[src/rtl/branch_resolver_if.sv]
// Bundle of signals between the ID stage and the branch resolver.
// The ID stage uses the master modport. The resolver uses the slave modport.
interface branch_resolver_if;
  logic        br_valid;
  logic [1:0]  br_op;
  logic [31:0] pc_plus4;
  logic [15:0] imm;
  logic [31:0] rs_data;
  logic [31:0] rt_data;
  logic        rs_pending;
  logic        rt_pending;
  logic        kill;
  logic        stall;
  logic        redirect;
  logic [31:0] redirect_pc;
  logic        flush;
  logic [15:0] br_count;
  logic [15:0] taken_count;

  modport master (
    output br_valid, br_op, pc_plus4, imm, rs_data, rt_data,
           rs_pending, rt_pending, kill,
    input  stall, redirect, redirect_pc, flush, br_count, taken_count
  );

  modport slave (
    input  br_valid, br_op, pc_plus4, imm, rs_data, rt_data,
           rs_pending, rt_pending, kill,
    output stall, redirect, redirect_pc, flush, br_count, taken_count
  );
endinterface

[src/rtl/branch_resolver.sv]
// ID-stage branch decision unit for a 5-stage MIPS32 pipeline.
// The unit holds the front end while a branch operand is still in flight.
// It then resolves the branch condition and issues a one-cycle redirect/flush
// pulse with the branch target. It also counts resolved and taken branches.
module branch_resolver (
  input  logic               clk,
  input  logic               reset,
  branch_resolver_if.slave   bus
);

  typedef enum logic [0:0] {
    IDLE = 1'b0,
    WAIT = 1'b1
  } state_e;

  state_e      state_r;
  state_e      state_next_s;

  logic        need_rt_s;
  logic        pend_s;
  logic        resolve_s;
  logic        stall_s;
  logic        taken_s;
  logic [31:0] target_s;

  logic        redirect_r;
  logic        flush_r;
  logic [31:0] redirect_pc_r;
  logic [15:0] br_count_r;
  logic [15:0] taken_count_r;

  // Branch condition: BEQ/BNE compare rs with rt. BLEZ/BGTZ test the sign and zero of rs.
  function automatic logic branch_taken(input logic [1:0]  op,
                                        input logic [31:0] rs,
                                        input logic [31:0] rt);
    logic t;
    t = 1'b0;
    case (op)
      2'b00:   t = (rs == rt);
      2'b01:   t = (rs != rt);
      2'b10:   t = rs[31] | (rs == 32'h0000_0000);
      2'b11:   t = !rs[31] & (rs != 32'h0000_0000);
      default: t = 1'b0;
    endcase
    return t;
  endfunction

  // Target address: the word offset is sign-extended, scaled by 4, and added modulo 2^32.
  function automatic logic [31:0] branch_target(input logic [31:0] pc4,
                                                input logic [15:0] off);
    return pc4 + {{14{off[15]}}, off, 2'b00};
  endfunction

  // The rt operand matters only for the two-register compares.
  assign need_rt_s = (bus.br_op == 2'b00) | (bus.br_op == 2'b01);
  assign pend_s    = bus.rs_pending | (need_rt_s & bus.rt_pending);
  assign taken_s   = branch_taken(bus.br_op, bus.rs_data, bus.rt_data);
  assign target_s  = branch_target(bus.pc_plus4, bus.imm);

  // State register.
  always_ff @(posedge clk) begin
    if (reset) begin
      state_r <= IDLE;
    end else begin
      state_r <= state_next_s;
    end
  end

  // Next-state logic. kill always returns to IDLE, because the branch is squashed.
  always_comb begin
    state_next_s = state_r;
    case (state_r)
      IDLE: begin
        if (bus.br_valid && pend_s && !bus.kill) begin
          state_next_s = WAIT;
        end else begin
          state_next_s = IDLE;
        end
      end
      WAIT: begin
        if (bus.kill || !pend_s) begin
          state_next_s = IDLE;
        end else begin
          state_next_s = WAIT;
        end
      end
      default: state_next_s = IDLE;
    endcase
  end

  // Per-state outputs: whether this edge resolves the branch, and whether the front end must hold.
  always_comb begin
    resolve_s = 1'b0;
    stall_s   = 1'b0;
    case (state_r)
      IDLE: begin
        resolve_s = bus.br_valid & !pend_s & !bus.kill;
        stall_s   = bus.br_valid &  pend_s & !bus.kill;
      end
      WAIT: begin
        resolve_s = !pend_s & !bus.kill;
        stall_s   =  pend_s & !bus.kill;
      end
      default: begin
        resolve_s = 1'b0;
        stall_s   = 1'b0;
      end
    endcase
  end

  // Redirect pulse, target and statistics. Operands are captured only on the resolve edge.
  always_ff @(posedge clk) begin
    if (reset) begin
      redirect_r    <= 1'b0;
      flush_r       <= 1'b0;
      redirect_pc_r <= 32'h0000_0000;
      br_count_r    <= 16'h0000;
      taken_count_r <= 16'h0000;
    end else if (resolve_s) begin
      redirect_r    <= taken_s;
      flush_r       <= taken_s;
      redirect_pc_r <= target_s;
      br_count_r    <= br_count_r + 16'd1;
      taken_count_r <= taken_count_r + {15'd0, taken_s};
    end else begin
      redirect_r    <= 1'b0;
      flush_r       <= 1'b0;
    end
  end

  // stall stays combinational so the PC and IF/ID freeze in the same cycle. Reset forces it low.
  assign bus.stall       = stall_s & !reset;
  assign bus.redirect    = redirect_r;
  assign bus.flush       = flush_r;
  assign bus.redirect_pc = redirect_pc_r;
  assign bus.br_count    = br_count_r;
  assign bus.taken_count = taken_count_r;

endmodule

[src/flat_wrapper.sv]
// flat-port wrapper written by rule: the top's interface ports become plain ports
module branch_resolver_flat 
  (clk, reset, bus_br_valid, bus_br_op, bus_pc_plus4, bus_imm, bus_rs_data, bus_rt_data, bus_rs_pending, bus_rt_pending, bus_kill, bus_stall, bus_redirect, bus_redirect_pc, bus_flush, bus_br_count, bus_taken_count);
  branch_resolver_if bus_i ();
  input  logic clk;
  input  logic reset;
  input wire logic [$bits(bus_i.br_valid)-1:0] bus_br_valid;
  input wire logic [$bits(bus_i.br_op)-1:0] bus_br_op;
  input wire logic [$bits(bus_i.pc_plus4)-1:0] bus_pc_plus4;
  input wire logic [$bits(bus_i.imm)-1:0] bus_imm;
  input wire logic [$bits(bus_i.rs_data)-1:0] bus_rs_data;
  input wire logic [$bits(bus_i.rt_data)-1:0] bus_rt_data;
  input wire logic [$bits(bus_i.rs_pending)-1:0] bus_rs_pending;
  input wire logic [$bits(bus_i.rt_pending)-1:0] bus_rt_pending;
  input wire logic [$bits(bus_i.kill)-1:0] bus_kill;
  output wire logic [$bits(bus_i.stall)-1:0] bus_stall;
  output wire logic [$bits(bus_i.redirect)-1:0] bus_redirect;
  output wire logic [$bits(bus_i.redirect_pc)-1:0] bus_redirect_pc;
  output wire logic [$bits(bus_i.flush)-1:0] bus_flush;
  output wire logic [$bits(bus_i.br_count)-1:0] bus_br_count;
  output wire logic [$bits(bus_i.taken_count)-1:0] bus_taken_count;
  assign bus_i.br_valid = bus_br_valid;
  assign bus_i.br_op = bus_br_op;
  assign bus_i.pc_plus4 = bus_pc_plus4;
  assign bus_i.imm = bus_imm;
  assign bus_i.rs_data = bus_rs_data;
  assign bus_i.rt_data = bus_rt_data;
  assign bus_i.rs_pending = bus_rs_pending;
  assign bus_i.rt_pending = bus_rt_pending;
  assign bus_i.kill = bus_kill;
  assign bus_stall = bus_i.stall;
  assign bus_redirect = bus_i.redirect;
  assign bus_redirect_pc = bus_i.redirect_pc;
  assign bus_flush = bus_i.flush;
  assign bus_br_count = bus_i.br_count;
  assign bus_taken_count = bus_i.taken_count;
  branch_resolver u_core (.clk(clk), .reset(reset), .bus(bus_i));
endmodule
[config.mk]
export PLATFORM = sky130hd
export DESIGN_NAME = branch_resolver_flat
export DESIGN_NICKNAME = d
export VERILOG_FILES = /design/src/rtl/branch_resolver_if.sv /design/src/rtl/branch_resolver.sv /design/src/flat_wrapper.sv
export SDC_FILE = /design/constraint.sdc
export NUM_CORES = 1
export LEC_CHECK = 0
export ABC_CLOCK_PERIOD_IN_PS = 5480
export CORE_ASPECT_RATIO = 0.6
export CORE_MARGIN = 2
export CORE_UTILIZATION = 47
export DETAILED_ROUTE_END_ITERATION = 8
export PLACE_DENSITY = 0.87
export RECOVER_POWER = 25
export SLEW_MARGIN = 20
export SYNTH_ARGS = -nofsm -noshare
export SYNTH_HDL_FRONTEND = slang
export SYNTH_SLANG_ARGS = --single-unit
[constraint.sdc]
create_clock -name clk -period 5.48 [get_ports clk]
set_input_delay 1.096 -clock clk [delete_from_list [all_inputs] [get_ports clk]]
set_output_delay 1.096 -clock clk [all_outputs]
set_load 0.05 [all_outputs]
==> results of run 1 <==
==> cell usage after synthesis (6+ instances only) <==
library cell / number
a21o_1: 10
nand3_1: 13
nand4_1: 17
clkbuf_1: 12
nor4_1: 16
a211oi_1: 7
nand2_1: 70
inv_1: 13
ha_1: 32
a21oi_1: 50
dfxtp_1: 66
xnor2_1: 28
nor3_1: 7
xor2_1: 56
o21bai_1: 6
nor2_1: 50
o21ai_0: 28
or3_1: 7
==> power groups by stage <==
stage	clock, mW	sequential [mW]	combinational [mW]
6_report	0.579	0.500	0.429
5_1_grt	0.609	0.501	0.461
4_1_cts	0.587	0.501	0.426
3_5_place_dp	0	0.511	0.422
3_3_place_gp	0	0.510	0.413
2_1_floorplan	0	0.551	0.204
==> kinds of logic after synthesis <==
| group | share of synthesized area |
|---|---|
| and+or+nand+nor | 0.217 |
| AOI/OAI and AO/OA | 0.196 |
| xor gates and xnor gates | 0.166 |
| DFF | 0.298 |
| adders and majority gates | 0.0949 |
| buffers and inverters | 0.0280 |
==> cell type report <==
cell class                      instances  area, um^2
Clock buffer                           10         239
Clock inverter                          6        66.3
Fill cell                             705        2460
Inverter                               13        48.8
Multi-Input combinational cell        454        2990
Sequential cell                        66        1320
Tap cell                              130         163
Timing Repair Buffer                  189        1880
==> registers in the layout, summed over array words and instances, names as in the netlist <==
signal                  flops
u_core.state_r              1
u_core.bus.br_count        16
u_core.bus.redirect_pc     32
u_core.bus.redirect         1
u_core.bus.taken_count     16
==> routing by layer <==
| metal | track usage | vias up | share of wire |
|---|---|---|---|
| met4 | 0.0587 | 0 | 0.011 |
| met2 | 0.465 | 195 | 0.44 |
| met1 | 0.414 | 2232 | 0.46 |
| met3 | 0.0755 | 17 | 0.081 |
| li1 | - | 2331 | - |
| met5 | 0 | - | 0 |
==> worst register-to-register path, stage by stage (launching register included) <==
cell,delay (ns)
dfxtp_1,0.36
o21bai_4,0.09
a211oi_4,0.68
and4_1,0.43
and4_1,0.28
and4_1,0.25
nand2_1,0.08
xor2_1,0.16
nor2_1,0.06
==> worst paths after layout <==
path,to,depth (start not counted)
setup / recovery,u_core.bus.taken_count[15],15
hold / removal,u_core.bus.redirect_pc[14],2
setup reg to reg,u_core.bus.taken_count[15],8
hold reg to reg,u_core.bus.redirect_pc[14],2
==> flow_metrics.tcl, run 1 <==
set metrics [dict create \
    synth-seq-area-share 0.298 \
    clk_path_buf_depth 2 \
    die_h_um 79.2 \
    slowest_delay_ns 0.46 \
    clockRootBuffer "clkbuf_16" \
    wl_per_cell_um 17.1 \
    slew_violations 0 \
    routed_wl_um 14800 \
    finalWeightedCongestion 0.973 \
    crit_arrival_ns 4.40 \
    drive_gt1_frac 0.0407 \
    synth_top_cell_by_area "dfxtp_1" \
    start_util 0.484 \
    rsz0062_at_grt "false" \
    syn-num-nets 704 \
    maxSlewHeadroom 0.216 \
    ys_seq_elements 66 \
    pre_cts_ws_ns 0.999 \
    syn_to_final_growth_pct 51.2 \
    final_common_cell "clkdlybuf4s50_1" \
    clock_latency_ns 0.33 \
    cts.sinks 66 \
    dieArea_mm2 0.0102 \
    drtIter0Drc 340 \
    ant_nets 0 \
    power_frac_comb 0.284 \
    finalNonFillerCells 868 \
    layout_min_cycle_time_ns 4.20 \
    holdBufCountCts 0 \
    netlist_instances 551 \
    diodes 0 \
    path_cells "clkdlybuf4s50_1, xor2_1, nor4_1, nand4_1, nor4_1, nand4_1, nand2_1, xor2_1, ha_1, and4_1, and4_1, and4_1, nand2_1, xor2_1, nor2_1" \
    avgViaCountPerCell 5.50 \
    vdd_drop_max_uv 191 \
    ys_warn_count 0 \
    grt_usage 0.297 \
    synth_area_leaders "dfxtp_1 30%, xor2_1 11%, ha_1 9.0%" \
    fmaxAchievable_ghz 0.238 \
    finalHoldViolCount 0 \
    clock_skew_ns 0.00454 \
    fin_crit_sh 0.767 \
    clkSlewWorstSetupHoldPaths_ns 0.05 \
    worst-r2r-setup-slack_ns 2.97 \
    async_flop_share 0 \
    crit_fanout 5 \
    cp.buffers_inverters 1 \
    nNetsFinal 886 \
    synthFlopType "dfxtp_1" \
    cts_max_level 3 \
    layout_common_cells "153 x clkdlybuf4s50_1, 70 x nand2_1, 66 x dfxtp_1" \
    setup_tns_ns 0 \
    synth_cell_types 51 \
    rr_startpoint "u_core.state_r" \
    drc 0 \
    startpoint "bus_rs_data[25]" \
    p_seq_frac 0.332 \
    p_clk_frac 0.384 \
    hold_start "u_core.bus.redirect_pc[14]" \
    numCtsBuffers 9 \
    setup_viol 0 \
    switching_power_mw 0.457 \
    cp-start-kind "input pin" \
    dpl.hpwl_um 11900 \
    cts_resized 0 \
    port_buffers 186 \
    num_vias 4775 \
    syn_area_mm2 0.00443 \
    swShare 0.303 \
    core_mm2 0.00916 \
    crit_family "simple AND/OR/NAND/NOR gates" \
    internal_power_mw 1.05 \
    grt_max_degree 59 \
    maxCapViolCount 0 \
    cts_tree "yes" \
    critPathCaptureType "register" \
    grt_pass1_vias 4713 \
    io_pins 187 \
    cp_slowest_cell "clkdlybuf4s50_1" \
    firstDrtPassIters 5 \
    synth.avg_cell_area_um2 8.04 \
    tightest_slew_ns 1.18 \
    post_cts_buffers 0 \
    setup_slack_ns 1.28 \
    final_util 0.732 \
    dpl_cell_area_mm2 0.00640 \
    synth_top_area_share 0.298 \
    grt_pass1_wl_um 23800 \
    die_w_um 129 \
    overflow 0 \
    status "finished clean" \
    holdCritPathClass "register to register" \
    place_inst 852 \
    antenna_found_initial 0 \
    synth_edf_count 0 \
    power_density_mw_per_mm2 225 \
    holdWs_ns 0.450 \
    power.leakage_nw 2.61 \
    cp.required_ns 5.68 \
    finalPower_mw 1.51 \
    row_count 27 \
    postLayoutCellArea_mm2 0.00670 \
    crit_type "input pin to register" \
]
Power figures use the tool's default switching activity.
==> run 2: changes to the inputs <==
Settings changed: ABC_CLOCK_PERIOD_IN_PS 5480 to 3900, CORE_UTILIZATION 47 to 44, PLACE_DENSITY 0.87 to 0.82.
Clock period 5.48 ns to 3.9 ns, I/O delays scaled along.
==> run 2 against run 1 <==
Effect of this change: first-iteration DRC count grew 11%; hold slack got worse by 0.0021 ns; sequential cell count stayed put.
==> flow_metrics.tcl, run 2 (same netlist as run 1, synthesis figures left out) <==
set metrics [dict create \
    status "finished clean" \
    nNetsFinal 893 \
    ff2ff_path_depth 7 \
    rsz0062_at_grt "false" \
    path_cells "dlygate4sd3_1, inv_1, a211oi_4, clkbuf_1, and3_1, nand3_1, or3_1, a21oi_1" \
    crit_type "input pin to register" \
    syn_to_final_growth_pct 52.4 \
    layout_min_cycle_time_ns 3.61 \
    io_pins 187 \
    power.leakage_nw 2.60 \
    cp_slowest_cell "clkbuf_1" \
    final_common_cell "clkdlybuf4s50_1" \
    maxCapViolCount 0 \
    core_mm2 0.00981 \
    cts_tree "yes" \
    grt_pass1_vias 4634 \
    p_clk_frac 0.382 \
    firstDrtPassIters 5 \
    pre_cts_ws_ns 0.0239 \
    power_density_mw_per_mm2 314 \
    crit_arrival_ns 3.87 \
    tightest_slew_ns 1.44 \
    holdCritPathClass "register to register" \
    finalNonFillerCells 880 \
    wl_per_cell_um 16.3 \
    drive_gt1_frac 0.0483 \
    die_w_um 134 \
    place_inst 864 \
    avgViaCountPerCell 5.50 \
    clockRootBuffer "clkbuf_16" \
    setup_tns_ns 0 \
    drc 0 \
    finalHoldViolCount 0 \
    post_cts_buffers 0 \
    cts_resized 0 \
    grt_usage 0.259 \
    hold_start "u_core.bus.redirect_pc[5]" \
    largest_reg_flops 32 \
    dpl.hpwl_um 11500 \
    port_buffers 186 \
    grt_max_degree 59 \
    p_seq_frac 0.331 \
    clock_skew_ns 0.00378 \
    vdd_drop_max_uv 204 \
    row_count 28 \
    finalWeightedCongestion 0.942 \
    numCtsBuffers 9 \
    maxSlewHeadroom 0.0415 \
    ant_nets 0 \
    setup_slack_ns 0.286 \
    grt_pass1_wl_um 22500 \
    crit_fanout 32 \
    cts.sinks 66 \
    internal_power_mw 1.47 \
    holdBufCountCts 0 \
    hold_depth 2 \
    min_to "u_core.bus.redirect_pc[5]" \
    clock_latency_ns 0.33 \
    cp-start-kind "input pin" \
    clkSlewWorstSetupHoldPaths_ns 0.06 \
    diodes 0 \
    clk_path_buf_depth 2 \
    final_util 0.688 \
    slew_violations 0 \
    switching_power_mw 0.645 \
    rr_startpoint "u_core.state_r" \
    worst-r2r-setup-slack_ns 1.08 \
    postLayoutCellArea_mm2 0.00675 \
    dpl_cell_area_mm2 0.00646 \
    fmaxAchievable_ghz 0.277 \
    die_h_um 81.7 \
    dieArea_mm2 0.0109 \
    drtIter0Drc 378 \
    cp.required_ns 4.15 \
    routed_wl_um 14400 \
    cts_max_level 3 \
    overflow 0 \
    num_vias 4841 \
    slowest_delay_ns 1.09 \
    antenna_found_initial 0 \
    fin_crit_sh 0.927 \
    power_frac_comb 0.286 \
    start_util 0.452 \
    r2r-end "u_core.bus.taken_count[13]" \
    swShare 0.305 \
    setup_viol 0 \
    critPathCaptureType "register" \
    layout_common_cells "163 x clkdlybuf4s50_1, 70 x nand2_1, 66 x dfxtp_1" \
]
-- run 2: power groups by stage --
stage               registers [mW]  clock network [mW]  logic (mW)
floorplan                    0.774                   0       0.286
global placement             0.716                   0       0.591
detailed placement           0.716                   0       0.601
CTS                          0.702               0.825       0.605
global route                 0.703               0.854       0.652
finish                       0.701               0.809       0.606
-- run 2: how the worst max path moves through the flow --
stage,start,end,slack (ns),depth (start not counted)
2_1_floorplan,bus_rt_data[25],u_core.bus.taken_count[15],0.63,15
3_3_place_gp,bus_rs_data[17],u_core.bus.taken_count[15],0.08,15
3_5_place_dp,bus_rs_data[17],u_core.bus.taken_count[15],0.02,15
4_1_cts,bus_rs_data[17],u_core.bus.taken_count[15],0.32,15
5_1_grt,bus_rs_data[12],u_core.bus.taken_count[15],0.03,15
6_report,bus_br_op[1],u_core.bus.taken_count[13],0.29,8
-- run 2: per-stage QoR --
| step | total power [mW] | hold slack (ns) |
|---|---|---|
| after floorplan | 1.06 | 0.553 |
| after global routing | 2.21 | 0.458 |
| after detailed placement | 1.32 | 0.448 |
| after global placement | 1.31 | 0.437 |
| after CTS | 2.13 | 0.456 |
| final | 2.12 | 0.448 |
-- run 2: layer usage --
| metal | routed length, um | GRT usage |
|---|---|---|
| met3 | 1030 | 0.0605 |
| met4 | 246 | 0.0681 |
| met1 | 6560 | 0.331 |
| met2 | 6520 | 0.447 |
| met5 | 0 | 0 |
-- run 2: layout make-up --
cell class	count	area, um^2
clock buffers	9	225
clock inverters	7	76.3
well taps	135	169
flip-flops and latches	66	1320
multi-input cells	454	2990
fillers	780	3060
inverters	13	48.8
repair buffers	196	1920
-- run 2: critical path, delay by kind of cell --
family | cells | cell delay, ns
compound gates | 2 | 0.44
buf+inv | 3 | 1.80
simple gates | 3 | 0.84
